--- config.mk ---
export PLATFORM = sky130hd
export DESIGN_NAME = wall_renderer
export DESIGN_NICKNAME = d
export VERILOG_FILES = /design/src/rtl/game_pkg.sv /design/src/rtl/rect_scanner.sv /design/src/rtl/wall_renderer.sv
export SDC_FILE = /design/constraint.sdc
export NUM_CORES = 1
export LEC_CHECK = 0
export ABC_AREA = 1
export BUFFER_PORTS_ARGS = -buffer_cell sky130_fd_sc_hd__buf_2
export CORE_MARGIN = 1
export CORE_UTILIZATION = 40
export DETAILED_ROUTE_END_ITERATION = 8
export GPL_TIMING_DRIVEN = 1
export PLACE_DENSITY_LB_ADDON = 0.08
export REMOVE_ABC_BUFFERS = 1
export SYNTH_ARGS = -nofsm -noshare
export SYNTH_HDL_FRONTEND = slang
export SYNTH_SLANG_ARGS = --single-unit
--- constraint.sdc ---
create_clock -name clk -period 3.8 [get_ports clk]
set_input_delay 0 -clock clk [delete_from_list [all_inputs] [get_ports clk]]
set_output_delay 0 -clock clk [all_outputs]
set_load 0.1 [all_outputs]
--- src/rtl/game_pkg.sv ---
// Shared game constants: screen geometry, colours, wall geometry and the
// wall renderer state encoding. The wall datapath uses the same geometry.
package game_pkg;

  localparam int unsigned SCREEN_W   = 160;
  localparam int unsigned SCREEN_H   = 120;
  localparam int unsigned WALL_WIDTH = 4;
  localparam int unsigned HOLE_H     = 50;

  localparam logic [2:0] WALL_COLOUR = 3'b010;
  localparam logic [2:0] BG_COLOUR   = 3'b000;

  // Renderer states. The state names the pixel being issued at the next
  // edge; the registered outputs show it one cycle later.
  typedef enum logic [1:0] {
    ST_IDLE  = 2'd0,
    ST_ERASE = 2'd1,
    ST_DRAW  = 2'd2,
    ST_DONE  = 2'd3
  } render_state_t;

  // Keep the hole fully on screen: its top row may not exceed hole_max.
  function automatic logic [6:0] clamp_hole(input logic [6:0] hole,
                                            input logic [6:0] hole_max);
    return (hole > hole_max) ? hole_max : hole;
  endfunction

endpackage

--- src/rtl/rect_scanner.sv ---
// Column-major rectangle scanner: cy runs 0..HEIGHT-1 fastest, cx steps
// when cy wraps. last flags the final pixel; one step past it wraps to 0.
module rect_scanner #(
  parameter int unsigned WIDTH  = 4,
  parameter int unsigned HEIGHT = 120,
  parameter int unsigned CX_W   = (WIDTH > 1) ? $clog2(WIDTH) : 1,
  parameter int unsigned CY_W   = (HEIGHT > 1) ? $clog2(HEIGHT) : 1
) (
  input  logic            clk,
  input  logic            reset,
  input  logic            go,
  output logic [CX_W-1:0] cx,
  output logic [CY_W-1:0] cy,
  output logic            last
);

  localparam logic [CX_W-1:0] CX_LAST = CX_W'(WIDTH - 1);
  localparam logic [CY_W-1:0] CY_LAST = CY_W'(HEIGHT - 1);

  logic cy_wrap;

  // Wrap detection for the row counter and the whole rectangle.
  always_comb begin
    cy_wrap = (cy == CY_LAST);
    last    = cy_wrap && (cx == CX_LAST);
  end

  // Advance one pixel per go; reset returns to the top-left corner.
  always_ff @(posedge clk) begin
    if (reset) begin
      cx <= '0;
      cy <= '0;
    end else if (go) begin
      if (cy_wrap) begin
        cy <= '0;
        cx <= (cx == CX_LAST) ? '0 : cx + 1'b1;
      end else begin
        cy <= cy + 1'b1;
      end
    end
  end

endmodule

--- src/rtl/wall_renderer.sv ---
// Paints the wall into the VGA frame buffer each frame: erases the previous
// wall column block (if any), then draws the new one with a hole repainted
// in background colour. One pixel per cycle, all outputs registered.
//
// Handshake: start is a one-cycle request taken only in IDLE when the done
// pulse is not showing; busy is high from the cycle after acceptance through
// the done cycle, and done pulses for one cycle when the frame is written.
module wall_renderer #(
  parameter int unsigned WALL_WIDTH  = game_pkg::WALL_WIDTH,
  parameter int unsigned HOLE_H      = game_pkg::HOLE_H,
  parameter int unsigned SCREEN_W    = game_pkg::SCREEN_W,
  parameter int unsigned SCREEN_H    = game_pkg::SCREEN_H,
  parameter logic [2:0]  WALL_COLOUR = game_pkg::WALL_COLOUR,
  parameter logic [2:0]  BG_COLOUR   = game_pkg::BG_COLOUR
) (
  input  logic                    clk,
  input  logic                    reset,
  input  logic                    start,
  input  logic [7:0]              wall_x,
  input  logic [6:0]              hole_y,
  output logic                    busy,
  output logic                    done,
  output logic [7:0]              vga_x,
  output logic [6:0]              vga_y,
  output logic [2:0]              vga_colour,
  output logic                    vga_plot,
  output game_pkg::render_state_t state_dbg
);

  import game_pkg::*;

  localparam int unsigned CX_W = (WALL_WIDTH > 1) ? $clog2(WALL_WIDTH) : 1;
  localparam int unsigned CY_W = (SCREEN_H > 1) ? $clog2(SCREEN_H) : 1;
  localparam logic [6:0]  HOLE_MAX = 7'(SCREEN_H - HOLE_H);

  render_state_t   state, state_nxt;
  logic [7:0]      cur_x;
  logic [6:0]      cur_hole;
  logic [7:0]      prev_x;
  logic            prev_valid;

  logic [CX_W-1:0] cx;
  logic [CY_W-1:0] cy;
  logic            scan_last;
  logic            scan_go;

  // Issue-side signals describing the pixel registered at the next edge.
  logic            accept;
  logic            finish;
  logic            pix_valid;
  logic            pix_draw;
  logic [7:0]      pix_base;
  logic [6:0]      pix_hole;
  logic [6:0]      hole_clamped;
  logic [8:0]      col_sum;
  logic [7:0]      hole_end;
  logic            in_hole;
  logic            on_screen;
  logic [2:0]      pix_colour;

  assign state_dbg = state;

  rect_scanner #(
    .WIDTH  (WALL_WIDTH),
    .HEIGHT (SCREEN_H),
    .CX_W   (CX_W),
    .CY_W   (CY_W)
  ) u_scanner (
    .clk   (clk),
    .reset (reset),
    .go    (scan_go),
    .cx    (cx),
    .cy    (cy),
    .last  (scan_last)
  );

  // Next-state logic and selection of the pixel to issue this cycle. The
  // first pixel of a frame is issued on the accepting edge straight from the
  // inputs so the first write is visible in the cycle after start.
  always_comb begin
    state_nxt    = state;
    accept       = 1'b0;
    finish       = 1'b0;
    scan_go      = 1'b0;
    pix_valid    = 1'b0;
    pix_draw     = 1'b0;
    pix_base     = cur_x;
    pix_hole     = cur_hole;
    hole_clamped = clamp_hole(hole_y, HOLE_MAX);
    case (state)
      ST_IDLE: begin
        // done still high means this is the done cycle: starts are ignored.
        if (start && !done) begin
          accept    = 1'b1;
          scan_go   = 1'b1;
          pix_valid = 1'b1;
          pix_hole  = hole_clamped;
          if (prev_valid) begin
            state_nxt = ST_ERASE;
            pix_base  = prev_x;
          end else begin
            state_nxt = ST_DRAW;
            pix_draw  = 1'b1;
            pix_base  = wall_x;
          end
        end
      end
      ST_ERASE: begin
        scan_go   = 1'b1;
        pix_valid = 1'b1;
        pix_base  = prev_x;
        if (scan_last) state_nxt = ST_DRAW;
      end
      ST_DRAW: begin
        scan_go   = 1'b1;
        pix_valid = 1'b1;
        pix_draw  = 1'b1;
        if (scan_last) state_nxt = ST_DONE;
      end
      ST_DONE: begin
        finish    = 1'b1;
        state_nxt = ST_IDLE;
      end
      default: state_nxt = ST_IDLE;
    endcase
  end

  // Pixel geometry: 9-bit column sum for clipping, hole band for colour.
  always_comb begin
    col_sum    = 9'(pix_base) + 9'(cx);
    on_screen  = (col_sum < 9'(SCREEN_W));
    hole_end   = {1'b0, pix_hole} + 8'(HOLE_H);
    in_hole    = (8'(cy) >= {1'b0, pix_hole}) && (8'(cy) < hole_end);
    pix_colour = BG_COLOUR;
    if (pix_draw && !in_hole) pix_colour = WALL_COLOUR;
  end

  // FSM state register plus the current/previous wall bookkeeping.
  always_ff @(posedge clk) begin
    if (reset) begin
      state      <= ST_IDLE;
      cur_x      <= '0;
      cur_hole   <= '0;
      prev_x     <= '0;
      prev_valid <= 1'b0;
    end else begin
      state <= state_nxt;
      if (accept) begin
        cur_x    <= wall_x;
        cur_hole <= hole_clamped;
      end
      if (finish) begin
        prev_x     <= cur_x;
        prev_valid <= 1'b1;
      end
    end
  end

  // Registered outputs for the issued pixel and the handshake.
  always_ff @(posedge clk) begin
    if (reset) begin
      busy       <= 1'b0;
      done       <= 1'b0;
      vga_plot   <= 1'b0;
      vga_x      <= '0;
      vga_y      <= '0;
      vga_colour <= '0;
    end else begin
      busy     <= pix_valid | finish;
      done     <= finish;
      vga_plot <= pix_valid & on_screen;
      if (pix_valid) begin
        vga_x      <= col_sum[7:0];
        vga_y      <= 7'(cy);
        vga_colour <= pix_colour;
      end else begin
        vga_x      <= '0;
        vga_y      <= '0;
        vga_colour <= '0;
      end
    end
  end

endmodule

==> summary.md, run 1 <==
| Metric | Value |
|---|---|
| Type of the worst setup path | `reg2reg` |
| Critical path's slowest cell | `sky130_fd_sc_hd__dfxtp_1` |
| Total via count after detailed routing | `2357` |
| Highest Clock Rate | `316.4 MHz` |
| Cell type group with the largest total delay on the critical path | `simple AND/OR/NAND/NOR gates` |
| Leading post-synthesis cells by instance count | `sky130_fd_sc_hd__nand2_1, sky130_fd_sc_hd__dfxtp_1, sky130_fd_sc_hd__nor2_1` |
| Kind of end point of the critical path | `flop` |
| Pleak | `1.560 nW` |
| First drt pass iteration count | `4` |
| Remaining global-route overflow | `0` |
| Number of H-tree branching levels | `2` |
| CTS sink cnt | `54` |
| Critical path's largest stage delay | `390 ps` |
| Residual DRC count | `0` |
| Count of flip-flops with a built-in enable after synthesis | `0` |
| Post-synthesis average cell area | `7.603 um^2` |
| Required time worst endpoint | `3990 ps` |
| Result of the run | `completed` |
| Net total in the final layout | `450` |
| R2R cell count | `17` |
| Global-route wire length before repair | `10100 um` |
| Fin. max-slew vios | `0` |
| WHS Path Cells | `3` |
| Average detailed-routed wire length per instance | `11.93 um` |
| Top area cells in the synthesized netlist | `sky130_fd_sc_hd__dfxtp_1, sky130_fd_sc_hd__nand2_1, sky130_fd_sc_hd__ha_1` |
| Leading area contributor after synthesis | `sky130_fd_sc_hd__dfxtp_1` |
| Non-filler instance count after layout | `489` |
| RSZ-0062 raised after global routing | `no` |
| Final clock skew | `4.601 ps` |
| Antenna violations before repair | `0` |
| Number of maximum-capacitance constraint violations | `0` |
| Number of hold violations in the final report | `0` |
| Std cell rows | `30` |
| Kind of start point of the critical path | `flop` |
| Final period demand of the worst path | `3161 ps` |
| Root Driver | `sky130_fd_sc_hd__clkbuf_8` |
| PortBufs | `38` |
| Inserted Diodes | `0` |
| Final count of negative-setup-slack endpoints | `0` |
| Clock latency reported for the late side of the worst-skew pair | `310 ps` |
| Power Density | `678.0 nW/um^2` |
| Worst hold-check path type | `in2reg` |
| Post-synthesis sequential area ratio | `0.3885` |
| Synthesized instance count | `366` |
| Number of primary I/O pins | `41` |
| Maximum net fanout on the critical path | `22` |
| Post-synth cell types | `42` |
| Series of cell instances along the critical path | `inv_1 > ha_1 > nand3_4 > inv_2 > or2_2 > and2_1 > ha_1 > xnor2_1 > ha_1 > a21oi_1 > o21ai_0 > a21oi_1 > o21bai_1 > nand2_1 > nand2_1 > nand2_1 > a21oi_2` |
| Pre-CTS setup slack | `638.8 ps` |
| Post-layout worst setup margin | `639.0 ps` |
| Die height | `85.41 um` |
| Post-CTS Setup Bufs | `0` |
| Async S/R FF share, synth | `0` |
| Pin slew with the least headroom to its limit | `575.0 ps` |
| Area share of the leading cell type in the synthesized netlist | `0.3885` |
| Starting density of the core | `0.4119` |
| Hold worst-path end | `cur_x[6]` |
| Placed wire-length estimate after detailed placement | `4412 um` |
| Setup slack, reg-to-reg | `640 ps` |
| Critical path buffer and inverter count | `2` |
| Post-synth design cell area | `2783 um^2` |
| RR Endpoint | `vga_colour[1]` |
| Count of placed standard cells including taps | `476` |
| RD Place Congestion | `0.8363` |
| Number of global-route vias before repair | `2186` |
| Number of flip-flops and latches in the synthesized netlist | `54` |
| Total core area | `6756 um^2` |
| Die extent in x | `85.41 um` |
| Start point of the worst min-delay path | `wall_x[6]` |
| Cell with the most instances after synthesis | `sky130_fd_sc_hd__nand2_1` |
| DIE AREA | `7294 um^2` |
| Launch instance of the worst register-to-register path | `state_dbg[0]` |
| First-iteration detailed-routing DRC count | `104` |
| Total wirelength of the detailed-routed design | `5832 um` |
| Final core utilization | `0.4685` |
| Max rail drop VDD | `0.5794 mV` |
| Main flop type after synthesis | `sky130_fd_sc_hd__dfxtp_1` |
| Average via count per standard cell | `4.820` |
| Min Hold Slack | `6.581 ps` |
| Clock tree from TritonCTS | `built` |
| Max Root-Sink Buffers | `2` |
| Area grow syn2layout | `13.76%` |
| Arrival time of data at the critical path endpoint | `3350 ps` |
| Worst setup path startpoint | `state_dbg[0]` |
| Final clock period utilization by the worst path | `0.8319` |
| Largest net degree at the start of global routing | `23` |
| Share of final-layout standard cells stronger than drive strength 1 | `0.1736` |
| Total Routing Usage GR | `0.1740` |
| Count of yosys warnings during synthesis | `0` |
| Number of buffers created by CTS | `5` |
| Final antenna-violating net count | `0` |
| Sum of negative setup slack | `0 ps` |
| Worst slew margin relative to its limit | `0.6163` |
| Clock slew at the register clock pins of the worst setup and hold paths | `90 ps` |
## placed cells by master, fill, tap and decap left out, drive strengths merged, types with 2 or more instances in the layout
master and n:
inv 44, nand3 17, nand4 3, dlygate4sd3 6, clkinv 3, conb 2
a21oi 28, a211oi 2, clkbuf 5, o211ai 3, nor2 53, o21ai 21
buf 38, xor2 5, dfxtp 54, or2 2, nand2 84, o21bai 4
ha 22
## worst max path at each step
stage	endpoint	depth (start not counted)	slack (ps)
after CTS	vga_colour[1]	17	610
final	vga_colour[1]	17	640
after detailed placement	vga_colour[1]	17	640
after floorplan	vga_colour[1]	17	210
after global routing	vga_colour[1]	17	360
after global placement	vga_colour[1]	17	760
## cells by family (layout without fill, tap and decap cells)
logic type,count (synthesis),count (layout),share of synthesized area
xor gates and xnor gates,6,6,0.01888
buffers and inverters,54,96,0.07868
adders and majority gates,23,23,0.1061
and+or+nand+nor,163,163,0.2626
other,1,2,0.001348
DFF,54,54,0.3885
AOI/OAI and AO/OA,65,65,0.1439
## final cells by class
| class | count | area [um^2] |
|---|---|---|
| sequential | 54 | 1081 |
| fill | 706 | 3591 |
| multi-input combinational | 259 | 1486 |
| inverter | 45 | 168.9 |
| clock buffer | 5 | 68.82 |
| timing repair buffer | 44 | 250.2 |
| tap | 80 | 100.1 |
| clock inverter | 2 | 10.01 |
## flip-flops by register name (all words and copies together) (netlist names)
| register | count |
|---|---|
| cur_x | 8 |
| prev_x | 8 |
| vga_x | 8 |
| cur_hole | 7 |
| u_scanner.cy | 7 |
| vga_y | 7 |
| state_dbg | 2 |
| u_scanner.cx | 2 |
| busy | 1 |
| done | 1 |
| prev_valid | 1 |
| vga_colour | 1 |
| vga_plot | 1 |
## worst register-to-register path, stage by stage, from the launching register on
cell	delay [ps]
sky130_fd_sc_hd__dfxtp_1	390
sky130_fd_sc_hd__inv_1	90
sky130_fd_sc_hd__ha_1	290
sky130_fd_sc_hd__nand3_4	280
sky130_fd_sc_hd__inv_2	170
sky130_fd_sc_hd__or2_2	290
sky130_fd_sc_hd__and2_1	200
sky130_fd_sc_hd__ha_1	230
sky130_fd_sc_hd__xnor2_1	180
sky130_fd_sc_hd__ha_1	270
sky130_fd_sc_hd__a21oi_1	140
sky130_fd_sc_hd__o21ai_0	90
sky130_fd_sc_hd__a21oi_1	120
sky130_fd_sc_hd__o21bai_1	70
sky130_fd_sc_hd__nand2_1	60
sky130_fd_sc_hd__nand2_1	50
sky130_fd_sc_hd__nand2_1	70
sky130_fd_sc_hd__a21oi_2	50
## what timing repair did
| action | in CTS | in global routing |
|---|---|---|
| hold buffers | 6 | 0 |
| endpoints found under the hold margin | 6 | 0 |
| resized for setup | 0 | 0 |
## stage by stage
step	instance area, um^2	total power (W)
finish	3166	0.002146
global route	3166	0.002308
CTS	3166	0.002169
detailed placement	3027	0.001852
global placement	3027	0.001839
floorplan	2736	0.001631
## metal layers
layer	vias to the layer above	global-route usage	wire length, um
li1	1258	-	-
met1	1027	0.2531	3034
met2	68	0.2633	2481
met3	4	0.03307	267
met4	0	0.04545	48
met5	-	0	0
## report_power, final
group | switching, W | internal (W) | total [W]
registers | 0.0000496 | 0.000671 | 0.000721
clock network | 0.000183 | 0.000124 | 0.000308
logic | 0.000840 | 0.000278 | 0.00112
total | 0.00107 | 0.00107 | 0.00215
Note: power is estimated with default switching activity, not from simulation.
==> inputs of run 2 (changes only) <==
clock period = 2.87 ns   (was 3.8 ns; I/O delays follow)
==> run 2 against run 1 <==
Compared with the run above:
- count of clock-buffer cells in the layout stayed put
- first-iteration DRC count down 43%
- fmax grew 21%
- global-route usage fell by 0.19 points
- sequential share of layout area shrank 1.1 points
- sequential power increased by 33%
- routed wire length down 0.58%
- core utilization up 1.6 points
- critical path depth is the same
- clock power up 69%
- power increased by 40%
- clock skew up 2.9 ps
==> summary.md, run 2 (synthesized netlist as in run 1, its figures left out) <==
| Metric | Value |
|---|---|
| Result of the run | `completed` |
| Die height | `85.41 um` |
| Flop pwr share | `0.319` |
| Clock latency reported for the late side of the worst-skew pair | `310 ps` |
| Remaining global-route overflow | `0` |
| Number of primary I/O pins | `41` |
| Most common cell after layout, fill and taps aside | `sky130_fd_sc_hd__nand2_1` |
| Number of H-tree branching levels | `2` |
| DIE AREA | `7294 um^2` |
| Total Routing Usage GR | `0.1721` |
| Count of placed standard cells including taps | `479` |
| Clock slew at the register clock pins of the worst setup and hold paths | `100 ps` |
| Residual DRC count | `0` |
| Worst hold-check path type | `in2reg` |
| Placed wire-length estimate after detailed placement | `4296 um` |
| Clock tree from TritonCTS | `built` |
| Total wirelength of the detailed-routed design | `5798 um` |
| Share of final-layout standard cells stronger than drive strength 1 | `0.1894` |
| Fill cells | `692` |
| First-iteration detailed-routing DRC count | `59` |
| Antenna violations before repair | `0` |
| Type of the worst setup path | `reg2reg` |
| Fraction of power consumed by the clock network | `0.173` |
| Area grow syn2layout | `17.72%` |
| Max Root-Sink Buffers | `2` |
| Non-filler instance count after layout | `497` |
| First drt pass iteration count | `4` |
| Max rail drop VDD | `0.8712 mV` |
| Root Driver | `sky130_fd_sc_hd__clkbuf_8` |
| Number of buffers created by CTS | `5` |
| Final clock period utilization by the worst path | `0.9118` |
| Number of hold violations in the final report | `0` |
| Kind of start point of the critical path | `flop` |
| Power Density | `914.6 nW/um^2` |
| Regs by FF count | `cur_x (8), prev_x (8), vga_x (8)` |
| RSZ-0062 raised after global routing | `no` |
| Pin slew with the least headroom to its limit | `532.9 ps` |
| Final clock skew | `7.485 ps` |
| Switching Share | `0.4810` |
| RD Place Congestion | `0.8382` |
| Total core area | `6756 um^2` |
| Required time worst endpoint | `3060 ps` |
| Std cell rows | `30` |
| Final period demand of the worst path | `2617 ps` |
| Net total in the final layout | `457` |
| Sum of negative setup slack | `0 ps` |
| Maximum net fanout on the critical path | `6` |
| Design internal power | `0.001555 W` |
| Number of maximum-capacitance constraint violations | `0` |
| Worst slew margin relative to its limit | `0.6443` |
| Arrival time of data at the critical path endpoint | `2810 ps` |
| CTS sink cnt | `54` |
| Final count of negative-setup-slack endpoints | `0` |
| Largest net degree at the start of global routing | `20` |
| Total via count after detailed routing | `2329` |
| Average via count per standard cell | `4.686` |
| Fraction of power consumed by combinational cells | `0.508` |
| Switch Pwr | `0.001441 W` |
| Commonest cells after routing, fill and taps aside | `sky130_fd_sc_hd__nand2_1, sky130_fd_sc_hd__dfxtp_1, sky130_fd_sc_hd__nor2_1, sky130_fd_sc_hd__inv_1, sky130_fd_sc_hd__buf_2` |
| Highest Clock Rate | `382.1 MHz` |
| Area of the multi-input gates | `1499 um^2` |
| Kind of end point of the critical path | `flop` |
| Average detailed-routed wire length per instance | `11.67 um` |
| Pleak | `1.606 nW` |
| PortBufs | `38` |
| Global-route wire length before repair | `9825 um` |
| Number of global-route vias before repair | `2079` |
| Die extent in x | `85.41 um` |
| Post-CTS Setup Bufs | `0` |
| Fin. max-slew vios | `0` |
| Final antenna-violating net count | `0` |
| Sequential standard cell area | `1082 um^2` |
| Starting density of the core | `0.4119` |
| Inserted Diodes | `0` |
run 2: changes by cell type in the layout (fill, tap and decap cells not counted), sizes merged:
| cell | previous run | this run |
|---|---|---|
| dlygate4sd3 | 6 | 10 |
| clkinv | 3 | 2 |
| bufinv | 0 | 1 |
| inv | 44 | 45 |
| buf | 38 | 41 |
run 2: metal layers:
layer / vias to the layer above / track usage / wire length, um
li1: 1275 / - / -
met1: 1015 / 0.2482 / 3187
met2: 33 / 0.2618 / 2386
met3: 6 / 0.03405 / 155
met4: 0 / 0.04545 / 69
met5: - / 0 / 0
run 2: timing repair:
action | in CTS | in global routing
endpoints found under the setup margin | 0 | 1
hold buffers | 10 | 0
resized for setup | 0 | 5
hold endpoints to repair | 10 | 0
run 2: layout make-up:
class                      instances  area share
multi-input combinational        259      0.4576
sequential                        54      0.3304
clock inverter                     3     0.01337
timing repair buffer              51     0.09549
tap                               80     0.03056
clock buffer                       5     0.02101
inverter                          45     0.05157
run 2: final timing paths:
path,start,end,slack [ps],cells past startpoint
hold reg to reg,cur_hole[0],cur_hole[0],480,2
setup reg to reg,state_dbg[0],vga_colour[1],250,17
hold / removal,hole_y[4],cur_hole[4],30,3
setup / recovery,state_dbg[0],vga_colour[1],250,17
run 2: critical path, stage by stage, from the launching register on:
cell                       delay [ps]
sky130_fd_sc_hd__dfxtp_1          400
sky130_fd_sc_hd__inv_2             80
sky130_fd_sc_hd__ha_4             190
sky130_fd_sc_hd__nand3_4           80
sky130_fd_sc_hd__inv_2             40
sky130_fd_sc_hd__or2_2            250
sky130_fd_sc_hd__and2_1           200
sky130_fd_sc_hd__ha_1             230
sky130_fd_sc_hd__xnor2_1          130
sky130_fd_sc_hd__ha_1             290
sky130_fd_sc_hd__a21oi_1          130
sky130_fd_sc_hd__o21ai_0           90
sky130_fd_sc_hd__a21oi_1          130
sky130_fd_sc_hd__o21bai_1          70
sky130_fd_sc_hd__nand2_1           60
sky130_fd_sc_hd__nand2_1           40
sky130_fd_sc_hd__nand2_1           60
sky130_fd_sc_hd__a21oi_2           40
run 2: through the flow:
stage	hold WS (ps)	worst slack, ps	utilization	area [um^2]	total power [W]
2_1_floorplan	69.07	-720.1	-	2736	0.002159
3_3_place_gp	271.8	168.3	0.4513	3049	0.002464
3_5_place_dp	277.1	126.5	0.4513	3049	0.002470
4_1_cts	26.20	103.5	0.4828	3262	0.003015
5_1_grt	53.51	17.93	0.4848	3276	0.003237
6_report	31.94	253.1	0.4848	3276	0.002996
run 2: power groups by stage:
stage / clock network [W] / logic, W / registers (W)
after floorplan: 0 / 0.000754 / 0.00140
after global placement: 0 / 0.00150 / 0.000969
after detailed placement: 0 / 0.00150 / 0.000970
after CTS: 0.000547 / 0.00152 / 0.000953
after global routing: 0.000576 / 0.00169 / 0.000976
final: 0.000519 / 0.00152 / 0.000956
